==> config.mk <==
export PLATFORM = sky130hd
export DESIGN_NAME = axi_addr_remap_ctrl
export DESIGN_NICKNAME = d
export VERILOG_FILES = /design/src/rtl/axi_addr_remap_ctrl.sv
export SDC_FILE = /design/constraint.sdc
export NUM_CORES = 1
export LEC_CHECK = 0
export CAP_MARGIN = 20
export CORE_MARGIN = 2
export CORE_UTILIZATION = 47
export DETAILED_ROUTE_END_ITERATION = 16
export PLACE_DENSITY = 0.79
export RECOVER_POWER = 25
export SLEW_MARGIN = 15
export SYNTH_ARGS = -nofsm -noshare
export SYNTH_HDL_FRONTEND = slang
export SYNTH_SLANG_ARGS = --single-unit
==> constraint.sdc <==
create_clock -name clk_i -period 12.57 [get_ports clk_i]
set_input_delay 1.257 -clock clk_i [delete_from_list [all_inputs] [get_ports clk_i]]
set_output_delay 1.257 -clock clk_i [all_outputs]
set_load 0.01 [all_outputs]
==> src/rtl/axi_addr_remap_ctrl.sv <==
// rtl/axi_addr_remap_ctrl.sv - AW/AR address remap rule table with drain-before-update sequencing
// Rule writes are applied only after all outstanding AW/AR transactions have drained.
module axi_addr_remap_ctrl #(
  parameter int AddrWidthIn  = 32,
  parameter int AddrWidthOut = 32,
  parameter int NumRules     = 4,
  parameter int MaxTxns      = 8,
  localparam int IdxW        = (NumRules > 1) ? $clog2(NumRules) : 1,
  localparam int CntW        = $clog2(MaxTxns + 1)
) (
  input  logic                    clk_i,
  input  logic                    rst_i,
  input  logic [AddrWidthIn-1:0]  aw_addr_i,
  input  logic [AddrWidthIn-1:0]  ar_addr_i,
  output logic [AddrWidthOut-1:0] aw_addr_o,
  output logic [AddrWidthOut-1:0] ar_addr_o,
  input  logic                    slv_aw_valid_i,
  output logic                    slv_aw_ready_o,
  output logic                    mst_aw_valid_o,
  input  logic                    mst_aw_ready_i,
  input  logic                    slv_ar_valid_i,
  output logic                    slv_ar_ready_o,
  output logic                    mst_ar_valid_o,
  input  logic                    mst_ar_ready_i,
  input  logic                    b_valid_i,
  input  logic                    b_ready_i,
  input  logic                    r_valid_i,
  input  logic                    r_ready_i,
  input  logic                    r_last_i,
  input  logic                    cfg_valid_i,
  output logic                    cfg_ready_o,
  input  logic [IdxW-1:0]         cfg_idx_i,
  input  logic                    cfg_en_i,
  input  logic [AddrWidthIn-1:0]  cfg_base_i,
  input  logic [AddrWidthIn-1:0]  cfg_mask_i,
  input  logic [AddrWidthOut-1:0] cfg_offset_i,
  output logic                    busy_o
);

  typedef enum logic [1:0] {IDLE, DRAIN, APPLY} state_e;

  localparam logic [CntW-1:0] MaxCnt = CntW'(MaxTxns);

  state_e                  state_q, state_d;
  logic [NumRules-1:0]     rule_en;
  logic [AddrWidthIn-1:0]  rule_base   [NumRules];
  logic [AddrWidthIn-1:0]  rule_mask   [NumRules];
  logic [AddrWidthOut-1:0] rule_offset [NumRules];
  logic [CntW-1:0]         aw_cnt, ar_cnt;
  logic                    aw_hold, ar_hold;
  logic                    aw_open, ar_open;
  logic                    aw_inc, aw_dec, ar_inc, ar_dec;

  // Scan from the top index down so the lowest matching rule overrides the rest.
  function automatic logic [AddrWidthOut-1:0] remap(input logic [AddrWidthIn-1:0] addr);
    remap = AddrWidthOut'(addr);
    for (int k = NumRules - 1; k >= 0; k--) begin
      if (rule_en[k] && ((addr & rule_mask[k]) == (rule_base[k] & rule_mask[k])))
        remap = rule_offset[k] | AddrWidthOut'(addr & ~rule_mask[k]);
    end
  endfunction

  assign aw_addr_o = remap(aw_addr_i);
  assign ar_addr_o = remap(ar_addr_i);

  // A pending master-side valid keeps its channel open so it is never withdrawn.
  assign aw_open = (state_q == IDLE && !cfg_valid_i && aw_cnt < MaxCnt) || aw_hold;
  assign ar_open = (state_q == IDLE && !cfg_valid_i && ar_cnt < MaxCnt) || ar_hold;

  assign mst_aw_valid_o = slv_aw_valid_i & aw_open;
  assign slv_aw_ready_o = mst_aw_ready_i & aw_open;
  assign mst_ar_valid_o = slv_ar_valid_i & ar_open;
  assign slv_ar_ready_o = mst_ar_ready_i & ar_open;

  assign aw_inc = mst_aw_valid_o & mst_aw_ready_i;
  assign aw_dec = b_valid_i & b_ready_i;
  assign ar_inc = mst_ar_valid_o & mst_ar_ready_i;
  assign ar_dec = r_valid_i & r_ready_i & r_last_i;

  always_ff @(posedge clk_i or posedge rst_i) begin
    if (rst_i) begin
      aw_hold <= 1'b0;
      ar_hold <= 1'b0;
    end else begin
      aw_hold <= mst_aw_valid_o & ~mst_aw_ready_i;
      ar_hold <= mst_ar_valid_o & ~mst_ar_ready_i;
    end
  end

  always_ff @(posedge clk_i or posedge rst_i) begin
    if (rst_i) begin
      aw_cnt <= '0;
      ar_cnt <= '0;
    end else begin
      case ({aw_inc, aw_dec})
        2'b10:   aw_cnt <= aw_cnt + 1'b1;
        2'b01:   if (aw_cnt != '0) aw_cnt <= aw_cnt - 1'b1;
        default: aw_cnt <= aw_cnt;
      endcase
      case ({ar_inc, ar_dec})
        2'b10:   ar_cnt <= ar_cnt + 1'b1;
        2'b01:   if (ar_cnt != '0) ar_cnt <= ar_cnt - 1'b1;
        default: ar_cnt <= ar_cnt;
      endcase
    end
  end

  always_ff @(posedge clk_i or posedge rst_i) begin
    if (rst_i) state_q <= IDLE;
    else       state_q <= state_d;
  end

  always_comb begin
    state_d     = state_q;
    cfg_ready_o = 1'b0;
    case (state_q)
      IDLE:  if (cfg_valid_i) state_d = DRAIN;
      DRAIN: if (aw_cnt == '0 && ar_cnt == '0 && !aw_hold && !ar_hold) state_d = APPLY;
      APPLY: begin
        cfg_ready_o = 1'b1;
        state_d     = IDLE;
      end
      default: state_d = IDLE;
    endcase
  end

  assign busy_o = (state_q != IDLE);

  // Out-of-range indices complete the handshake but leave the table untouched.
  always_ff @(posedge clk_i or posedge rst_i) begin
    if (rst_i) begin
      rule_en <= '0;
      for (int k = 0; k < NumRules; k++) begin
        rule_base[k]   <= '0;
        rule_mask[k]   <= '0;
        rule_offset[k] <= '0;
      end
    end else if (state_q == APPLY && int'(cfg_idx_i) < NumRules) begin
      rule_en[cfg_idx_i]     <= cfg_en_i;
      rule_base[cfg_idx_i]   <= cfg_base_i;
      rule_mask[cfg_idx_i]   <= cfg_mask_i;
      rule_offset[cfg_idx_i] <= cfg_offset_i;
    end
  end

  a_aw_underflow: assert property (@(posedge clk_i) disable iff (rst_i)
    !(aw_dec && !aw_inc && aw_cnt == '0));
  a_ar_underflow: assert property (@(posedge clk_i) disable iff (rst_i)
    !(ar_dec && !ar_inc && ar_cnt == '0));
  a_cfg_stable: assert property (@(posedge clk_i) disable iff (rst_i)
    (state_q == DRAIN) |-> cfg_valid_i);

endmodule

# Yosys cells after proc, flatten, opt, wreduce, memory -nomap -nowiden

Index checks and enable logic that the tools add are counted.

Bits in registers: 400
Input port bits: 175
Output and inout port bits: 70
Logic and storage cells: 148

$add $sub $neg: 4
Magnitude comparators: 6
Equal/unequal tests: 18
Mux-type cells: 24
Bitwise logic cells: 46
Reductions and logical operators: 32

Operator list:

| operator            | count |
|---|---|
| $and 32x32->32      | 20 |
| $bwmux 128          | 3 |
| $mux 32             | 9 |
| $eq 32x32->1        | 8 |
| $or 32x32->32       | 8 |
| $not 32->32         | 4 |
| $demux 32 s2        | 1 |
| $logic_and 1x1->1   | 16 |
| $pmux 4 s2          | 2 |
| $and 1x1->1         | 11 |
| $add 4x1->4 const B | 2 |
| $logic_not 4->1     | 2 |
| $lt 4x4->1 const B  | 2 |
| $mux 4              | 2 |
| $ne 2x2->1 const B  | 4 |
| $reduce_bool 4->1   | 2 |
| $sub 4x1->4 const B | 2 |
| $eq 2x1->1 const B  | 3 |
| $eq 2x2->1 const B  | 3 |
| $reduce_and 2->1    | 3 |
| $reduce_bool 2->1   | 3 |
| $bwmux 4            | 1 |
| $mux 2              | 2 |
| $pmux 2 s2          | 1 |
| other kinds (11)    | 16 |

# Logic depth before layout (Yosys ltp)

Gate-level depths: netlist of run 1.

Depth in word-level cells: 9
Gate-level depth with buffers: 11
Gate-level depth less buffers: 9

# Least setup slack after synthesis of run 1

OpenSTA, ideal clock, no wires.

Kind: input -> output
From: in aw_addr_i[1]
To: out aw_addr_o[26]
Arrival: 3484 ps
Setup slack: 7829 ps
Cell stages on the path: 10
Buffers on the path: 3
Cells stage by stage: clkbuf_1 -> xnor2_1 -> o22ai_1 -> nor4_1 -> or4b_4 -> buf_6 -> buf_6 -> or3_1 -> a32o_1 -> a21oi_1

Longest elaborated chain between the ends: 7
Elaborated cells on any way between the ends: 16
Classes of those cells: 4 x eq/ne; 4 x mux; 4 x bitwise; 4 x reduce/logical

Ends and longest elaborated chain:

| what                  | line | source |
|---|---|---|
| start, declared       | 13   | `input logic [AddrWidthIn-1:0] aw_addr_i,` |
| $and 32x32->32        | 58   | `if (rule_en[k] && ((addr & rule_mask[k]) == (rule_base[k] & rule_mask[k])))` |
| $eq 32x32->1          | 58   |  |
| $logic_and 1x1->1     | 58   |  |
| $mux 32 (3 in series) | 58   |  |
| $mux 32 *             | 58   |  |
| end, declared         | 15   | `output logic [AddrWidthOut-1:0] aw_addr_o,` |

Mark *: on every way between the ends. The rest lies on a longest branch, timed or not.

# Worst setup path after layout of run 1

From: in ar_addr_i[26]
To: out ar_addr_o[31]

Longest elaborated chain between the ends: 7
Elaborated cells on any way between the ends: 16
Classes of those cells: 4 x eq/ne; 4 x mux; 4 x bitwise; 4 x reduce/logical

Ends and longest elaborated chain:

| what                  | line | source |
|---|---|---|
| start, declared       | 14   | `input logic [AddrWidthIn-1:0] ar_addr_i,` |
| $and 32x32->32        | 58   |  |
| $eq 32x32->1          | 58   |  |
| $logic_and 1x1->1     | 58   |  |
| $mux 32 (3 in series) | 58   |  |
| $mux 32 *             | 58   |  |
| end, declared         | 16   | `output logic [AddrWidthOut-1:0] ar_addr_o,` |

Marks and branches as above.

==> results of run 1 <==
-- per-stage QoR --
stage | setup WS (ns) | area [um2]
2_1_floorplan | 0.189 | 23800
3_3_place_gp | 4.90 | 26700
3_5_place_dp | 4.83 | 26700
4_1_cts | 4.79 | 28100
5_1_grt | 4.53 | 28100
6_report | 4.40 | 28100
-- metal layers --
layer,vias to the layer above,global-route usage,share of wire
met3,422,0.117,0.12
met2,2088,0.696,0.43
met5,-,0,0.00016
li1,9388,-,-
met4,4,0.206,0.056
met1,11646,0.620,0.39
-- critical path, delay by kind of cell --
kind / cells / cell delay (ns)
AOI/OAI and AO/OA: 3 / 1.04
buffers and inverters: 4 / 2.33
xor gates and xnor gates: 1 / 0.18
and+or+nand+nor: 3 / 2.07
-- Yosys cell counts, types with 5 or more instances --
cell type / instances / share of area
or4_1: 8 / 0.0025
a22oi_1: 53 / 0.017
o32ai_1: 34 / 0.013
a311o_1: 32 / 0.013
a41oi_1: 12 / 0.0044
a32o_1: 33 / 0.014
o22ai_1: 62 / 0.016
nand2_1: 225 / 0.036
or3_1: 40 / 0.011
a21oi_1: 242 / 0.051
nand4_1: 37 / 0.0097
o2111ai_1: 12 / 0.0044
mux2_2: 297 / 0.14
nor3_1: 12 / 0.0025
nor2_1: 14 / 0.0022
nor4_1: 22 / 0.0058
inv_1: 118 / 0.019
o21a_1: 5 / 0.0016
a211oi_1: 29 / 0.0092
a2111oi_0: 38 / 0.014
a31oi_1: 12 / 0.0032
xor2_1: 56 / 0.021
buf_2: 45 / 0.0095
clkbuf_1: 154 / 0.024
dfrtp_1: 400 / 0.42
xnor2_1: 82 / 0.030
nand3b_1: 151 / 0.048
and4_1: 5 / 0.0018
o21ai_0: 120 / 0.025
nand3_1: 32 / 0.0067
buf_6: 5 / 0.0024
o221ai_1: 7 / 0.0026
nor2b_1: 7 / 0.0018
-- sequential cells by signal, summed over array words and instances, names as in the netlist --
register / flops
aw_cnt: 4
state_q: 2
rule_offset: 128
rule_en: 4
rule_mask: 128
ar_cnt: 4
aw_hold: 1
ar_hold: 1
rule_base: 128
-- cell type report --
type / instances / area share
diodes: 3 / 0.000267
clock buffers: 64 / 0.0466
clock inverters: 18 / 0.00529
inverters: 118 / 0.0158
multi-input cells: 1725 / 0.445
flip-flops and latches: 400 / 0.356
well taps: 672 / 0.0299
repair buffers: 299 / 0.101
-- report_power, final --
| part | internal [mW] | leakage [nW] | switching (mW) |
|---|---|---|---|
| Sequential | 1.59 | 5.08 | 0.404 |
| Combinational | 0.559 | 6.09 | 1.07 |
| Clock | 0.750 | 0.717 | 0.591 |
-- cells by family (layout without fill, tap and decap cells) --
kind of cell | count (synthesis) | in the layout | synth area share
AND/OR/NAND/NOR | 566 | 566 | 0.131
flip-flops | 400 | 400 | 0.421
multiplexers | 298 | 298 | 0.141
AO/OA/AOI/OAI | 721 | 721 | 0.199
adder cells (fa/ha/maj) | 2 | 2 | 0.00105
other | 0 | 3 | 0
buffers and inverters | 326 | 499 | 0.0556
XOR/XNOR | 138 | 138 | 0.0508
-- worst max path at each step --
| stage | startpoint | endpoint | slack, ns | cells after the start |
|---|---|---|---|---|
| detailed placement | ar_addr_i[26] | ar_addr_o[31] | 4.83 | 11 |
| floorplan | rst_i | ar_cnt[0]$_DFFE_PP0P_ | 0.19 | 1 |
| global placement | ar_addr_i[26] | ar_addr_o[31] | 4.90 | 11 |
| finish | ar_addr_i[26] | ar_addr_o[31] | 4.40 | 11 |
| CTS | ar_addr_i[26] | ar_addr_o[31] | 4.79 | 11 |
| global route | ar_addr_i[26] | ar_addr_o[31] | 4.53 | 11 |
==> impl_metrics.json, run 1 <==
{
  "maxSlewHeadroom": -3.10,
  "dieHeight_um": 229,
  "tightest_slew_ns": 6.12,
  "drive_above_1_share": 0.166,
  "post-route-util": 0.562,
  "place_congestion": 1.05,
  "max-clock-path-buffers": 3,
  "dp.cells": 3212,
  "core_area_um2": 50100,
  "outcome": "finished with violations",
  "startpoint_type": "input port",
  "finalSetupViolCount": 0,
  "fin_hold_ws_ns": 0.517,
  "grt_use_total": 0.460,
  "clk_pin_slew_worst_paths_ns": 0.06,
  "grt_max_degree": 130,
  "wire_per_inst_um": 37.1,
  "cts_setup_buffers": 0,
  "fillCellCount": 4466,
  "final_nets": 2767,
  "r2r_slack_ns": 7.13,
  "cts_tree": "done",
  "slowest_delay_ns": 1.02,
  "slowest_stage": "and4_1",
  "ys_ff_latch": 400,
  "crit_arrival_ns": 6.91,
  "fp.dieW_um": 229,
  "dieArea_um2": 52400,
  "holdBufCountCts": 0,
  "antenna_found_initial": 5,
  "avgSynthCellArea_um2": 9.70,
  "min_to": "aw_cnt[2]$_DFFE_PP0P_",
  "crit_chain": "clkdlybuf4s50_1 -> xnor2_1 -> o22ai_1 -> or4_1 -> a2111oi_0 -> and4_1 -> buf_4 -> nor2b_4 -> buf_4 -> a21oi_1 -> clkdlybuf4s50_1",
  "yosysSeqAreaShare": 0.421,
  "drt_iter0_drc": 3577,
  "row_count": 82,
  "cts.sinks": 400,
  "viasPerCell": 7.14,
  "cts_buffers": 46,
  "hold_violations": 0,
  "peakVddDrop_mv": 0.125,
  "pin_count": 245,
  "regArea_um2": 10000,
  "critical_path.endpoint_type": "output pin",
  "synth_area_um2": 23800,
  "drv_cap": 6,
  "clk-insertion-delay-late_ns": 0.61,
  "ys_warn_count": 0,
  "grt_pass1_wl_um": 171000,
  "firstDrtPassIters": 8,
  "grt_setup_unrepaired": "no",
  "required_ns": 11.31,
  "port_buffers": 244,
  "cp_max_fo": 17,
  "fmax_mhz": 122,
  "ant_nets": 0,
  "wirelength_um": 122000,
  "vias": 23548,
  "final_cells": 3299,
  "fin_setup_tns_ns": 0,
  "syn_to_final_growth_pct": 18.3,
  "synth_cell_types": 58,
  "powerDensity_nw_per_um2": 176,
  "fin_crit_sh": 0.650,
  "hold_depth": 1,
  "mostFrequentLayoutCell": "dfrtp_1",
  "overflow": 0,
  "drc": 0,
  "reg2regPathDepth": 6,
  "violations": "capacitance limit, slew limit",
  "synth_fp_nets": 2628,
  "h-tree-depth": 2,
  "syn_inst": 2451,
  "async_reset_ff_frac": 1.00,
  "initial_utilization": 0.475,
  "mostFrequentLayoutCells": "dfrtp_1, mux2_2, a21oi_1",
  "hp-start": "aw_cnt[2]$_DFFE_PP0P_",
  "synth_edf_count": 0,
  "dpl.hpwl_um": 88500,
  "grt_pass1_vias": 22593,
  "multi_input_area_um2": 12500,
  "power_mw": 4.96,
  "min_period_ns": 8.17,
  "path_class": "input port to output pin",
  "cts-root-buf": "clkbuf_16",
  "fin_skew_ns": 0.0232,
  "power_leakage_nw": 11.9,
  "ctsResizeCount": 0,
  "ys_dominant_reg_cell": "dfrtp_1",
  "reg2reg_to": "rule_mask[69]$_DFFE_PP0P_",
  "reg2reg_from": "state_q[1]$_DFFE_PP0P_",
  "hp-class": "register to register",
  "finalMaxSlewViolations": 407
}
Power figures use the tool's default switching activity.
==> inputs of run 2 (changes only) <==
Clock period 12.57 ns to 6.7 ns, I/O delays scaled along.
==> impl_metrics.json, run 2 (same netlist as run 1, synthesis figures left out) <==
{
  "core_area_um2": 50100,
  "row_count": 82,
  "syn_to_final_growth_pct": 18.6,
  "cts-root-buf": "clkbuf_16",
  "drive_above_1_share": 0.168,
  "overflow": 0,
  "hp-class": "register to register",
  "maxSlewHeadroom": -1.47,
  "required_ns": 6.03,
  "wirelength_um": 122000,
  "critPathTopFamily": "compound AO/OA/AOI/OAI gates",
  "post-route-util": 0.563,
  "slowest_stage": "a221oi_1",
  "peakVddDrop_mv": 0.253,
  "grt_max_degree": 138,
  "path_class": "input port to output pin",
  "cp_num_buf_inv": 3,
  "crit_chain": "clkdlybuf4s50_1 -> xnor2_1 -> o22ai_1 -> a221oi_1 -> nand3_1 -> o32a_1 -> buf_4 -> a32o_1 -> a21oi_1 -> clkdlybuf4s50_1",
  "clk_pin_slew_worst_paths_ns": 0.06,
  "grt_pass1_wl_um": 170000,
  "outcome": "finished with violations",
  "fmax_mhz": 169,
  "drv_cap": 4,
  "fin_skew_ns": 0.0183,
  "fin_crit_sh": 0.883,
  "finalSetupViolCount": 0,
  "port_buffers": 244,
  "wire_per_inst_um": 36.9,
  "vias": 23581,
  "dieHeight_um": 229,
  "ant_nets": 0,
  "holdBufCountCts": 0,
  "fin_setup_tns_ns": 0,
  "place_congestion": 1.08,
  "ctsResizeCount": 0,
  "antenna_found_initial": 8,
  "slowest_delay_ns": 0.82,
  "fp.dieW_um": 229,
  "dieArea_um2": 52400,
  "powerDensity_nw_per_um2": 330,
  "final_nets": 2768,
  "crit_arrival_ns": 5.25,
  "finalMaxSlewViolations": 424,
  "place_ws_ns": 1.12,
  "mostFrequentLayoutCell": "dfrtp_1",
  "fin_ws_ns": 0.784,
  "violations": "capacitance limit, slew limit",
  "drc": 0,
  "cts.sinks": 400,
  "grt_use_total": 0.456,
  "cts_buffers": 45,
  "cp_max_fo": 32,
  "power_leakage_nw": 11.9,
  "fin_area_um2": 28200,
  "dpl.hpwl_um": 88000,
  "pin_count": 245,
  "grt_setup_unrepaired": "no",
  "min_period_ns": 5.92,
  "drt_iter0_drc": 3922,
  "initial_utilization": 0.475,
  "critical_path.endpoint_type": "output pin",
  "cts_tree": "done",
  "firstDrtPassIters": 6,
  "cts_setup_buffers": 0,
  "max-clock-path-buffers": 3,
  "mostFrequentLayoutCells": "dfrtp_1, mux2_2, a21oi_1, clkdlybuf4s50_1, nand2_1",
  "hold_violations": 0,
  "clk-insertion-delay-late_ns": 0.59,
  "tightest_slew_ns": 3.70,
  "dpl_cell_area_um2": 26800,
  "crit_top_cell": "clkdlybuf4s50_1",
  "fin_hold_ws_ns": 0.524,
  "fillCellCount": 4469,
  "startpoint_type": "input port",
  "viasPerCell": 7.14,
  "reg_top3": "rule_base: 128 flops, rule_mask: 128 flops, rule_offset: 128 flops",
  "h-tree-depth": 2,
  "grt_pass1_vias": 22763
}
run 2: changes by cell type in the layout (fill, tap and decap cells not counted), moves of 3 or more:
cell      before  now
clkbuf_1      14   10
buf_12         0    3
clkbuf_2       0    3
clkbuf_8       7   10
clkinv_2      11    8
diode_2        3    6
run 2: worst register-to-register path, delay by kind of cell, from the launching register on:
family	cells	cell delay [ns]
buffers and inverters	2	3.12
AND/OR/NAND/NOR	3	0.53
multiplexers	1	0.66
flip-flops	1	0.44
run 2: area by class of cell:
| type | instances | area [um2] | area share |
|---|---|---|---|
| Multi-Input combinational cell | 1725 | 12500 | 0.444 |
| Sequential cell | 400 | 10000 | 0.355 |
| Timing Repair Buffer | 301 | 2900 | 0.103 |
| Clock buffer | 64 | 1300 | 0.0460 |
| Tap cell | 672 | 841 | 0.0298 |
| Inverter | 118 | 444 | 0.0157 |
| Clock inverter | 16 | 170 | 0.00603 |
| Antenna cell | 6 | 15.0 | 0.000532 |
run 2: where the power goes:
part           leakage, nW  switching [mW]  internal, mW  total (mW)
Clock                0.720            1.06          1.46        2.53
Combinational         6.12            1.98          1.05        3.03
Sequential            5.08           0.781          2.98        3.76
run 2: worst paths after layout:
kind                                        endpoint  slack (ns)  cells past startpoint                   start
setup / recovery                        aw_addr_o[6]        0.78                     10            aw_addr_i[3]
hold / removal                 aw_cnt[3]$_DFFE_PP0P_        0.52                      1   aw_cnt[3]$_DFFE_PP0P_
setup reg to reg              rule_en[2]$_DFFE_PP0P_        1.82                      6  state_q[1]$_DFFE_PP0P_
hold reg to reg                aw_cnt[3]$_DFFE_PP0P_        0.52                      1   aw_cnt[3]$_DFFE_PP0P_
max in group asynchronous  rule_base[28]$_DFFE_PP0P_        1.53                      3                   rst_i
min in group asynchronous  rule_mask[80]$_DFFE_PP0P_        0.89                      2                   rst_i
run 2: metal layers:
metal	global-route usage	vias to the layer above	part of all wire
met3	0.132	485	0.12
met4	0.244	8	0.062
li1	-	9399	-
met1	0.607	11612	0.39
met2	0.672	2077	0.43
met5	0	-	0.00043
run 2: per-stage QoR:
step / instances / power, mW
3_5_place_dp: 3216 / 6.62
6_report: 3302 / 9.31
2_1_floorplan: 2451 / 5.02
5_1_grt: 3297 / 9.52
3_3_place_gp: 3216 / 6.57
4_1_cts: 3296 / 9.14
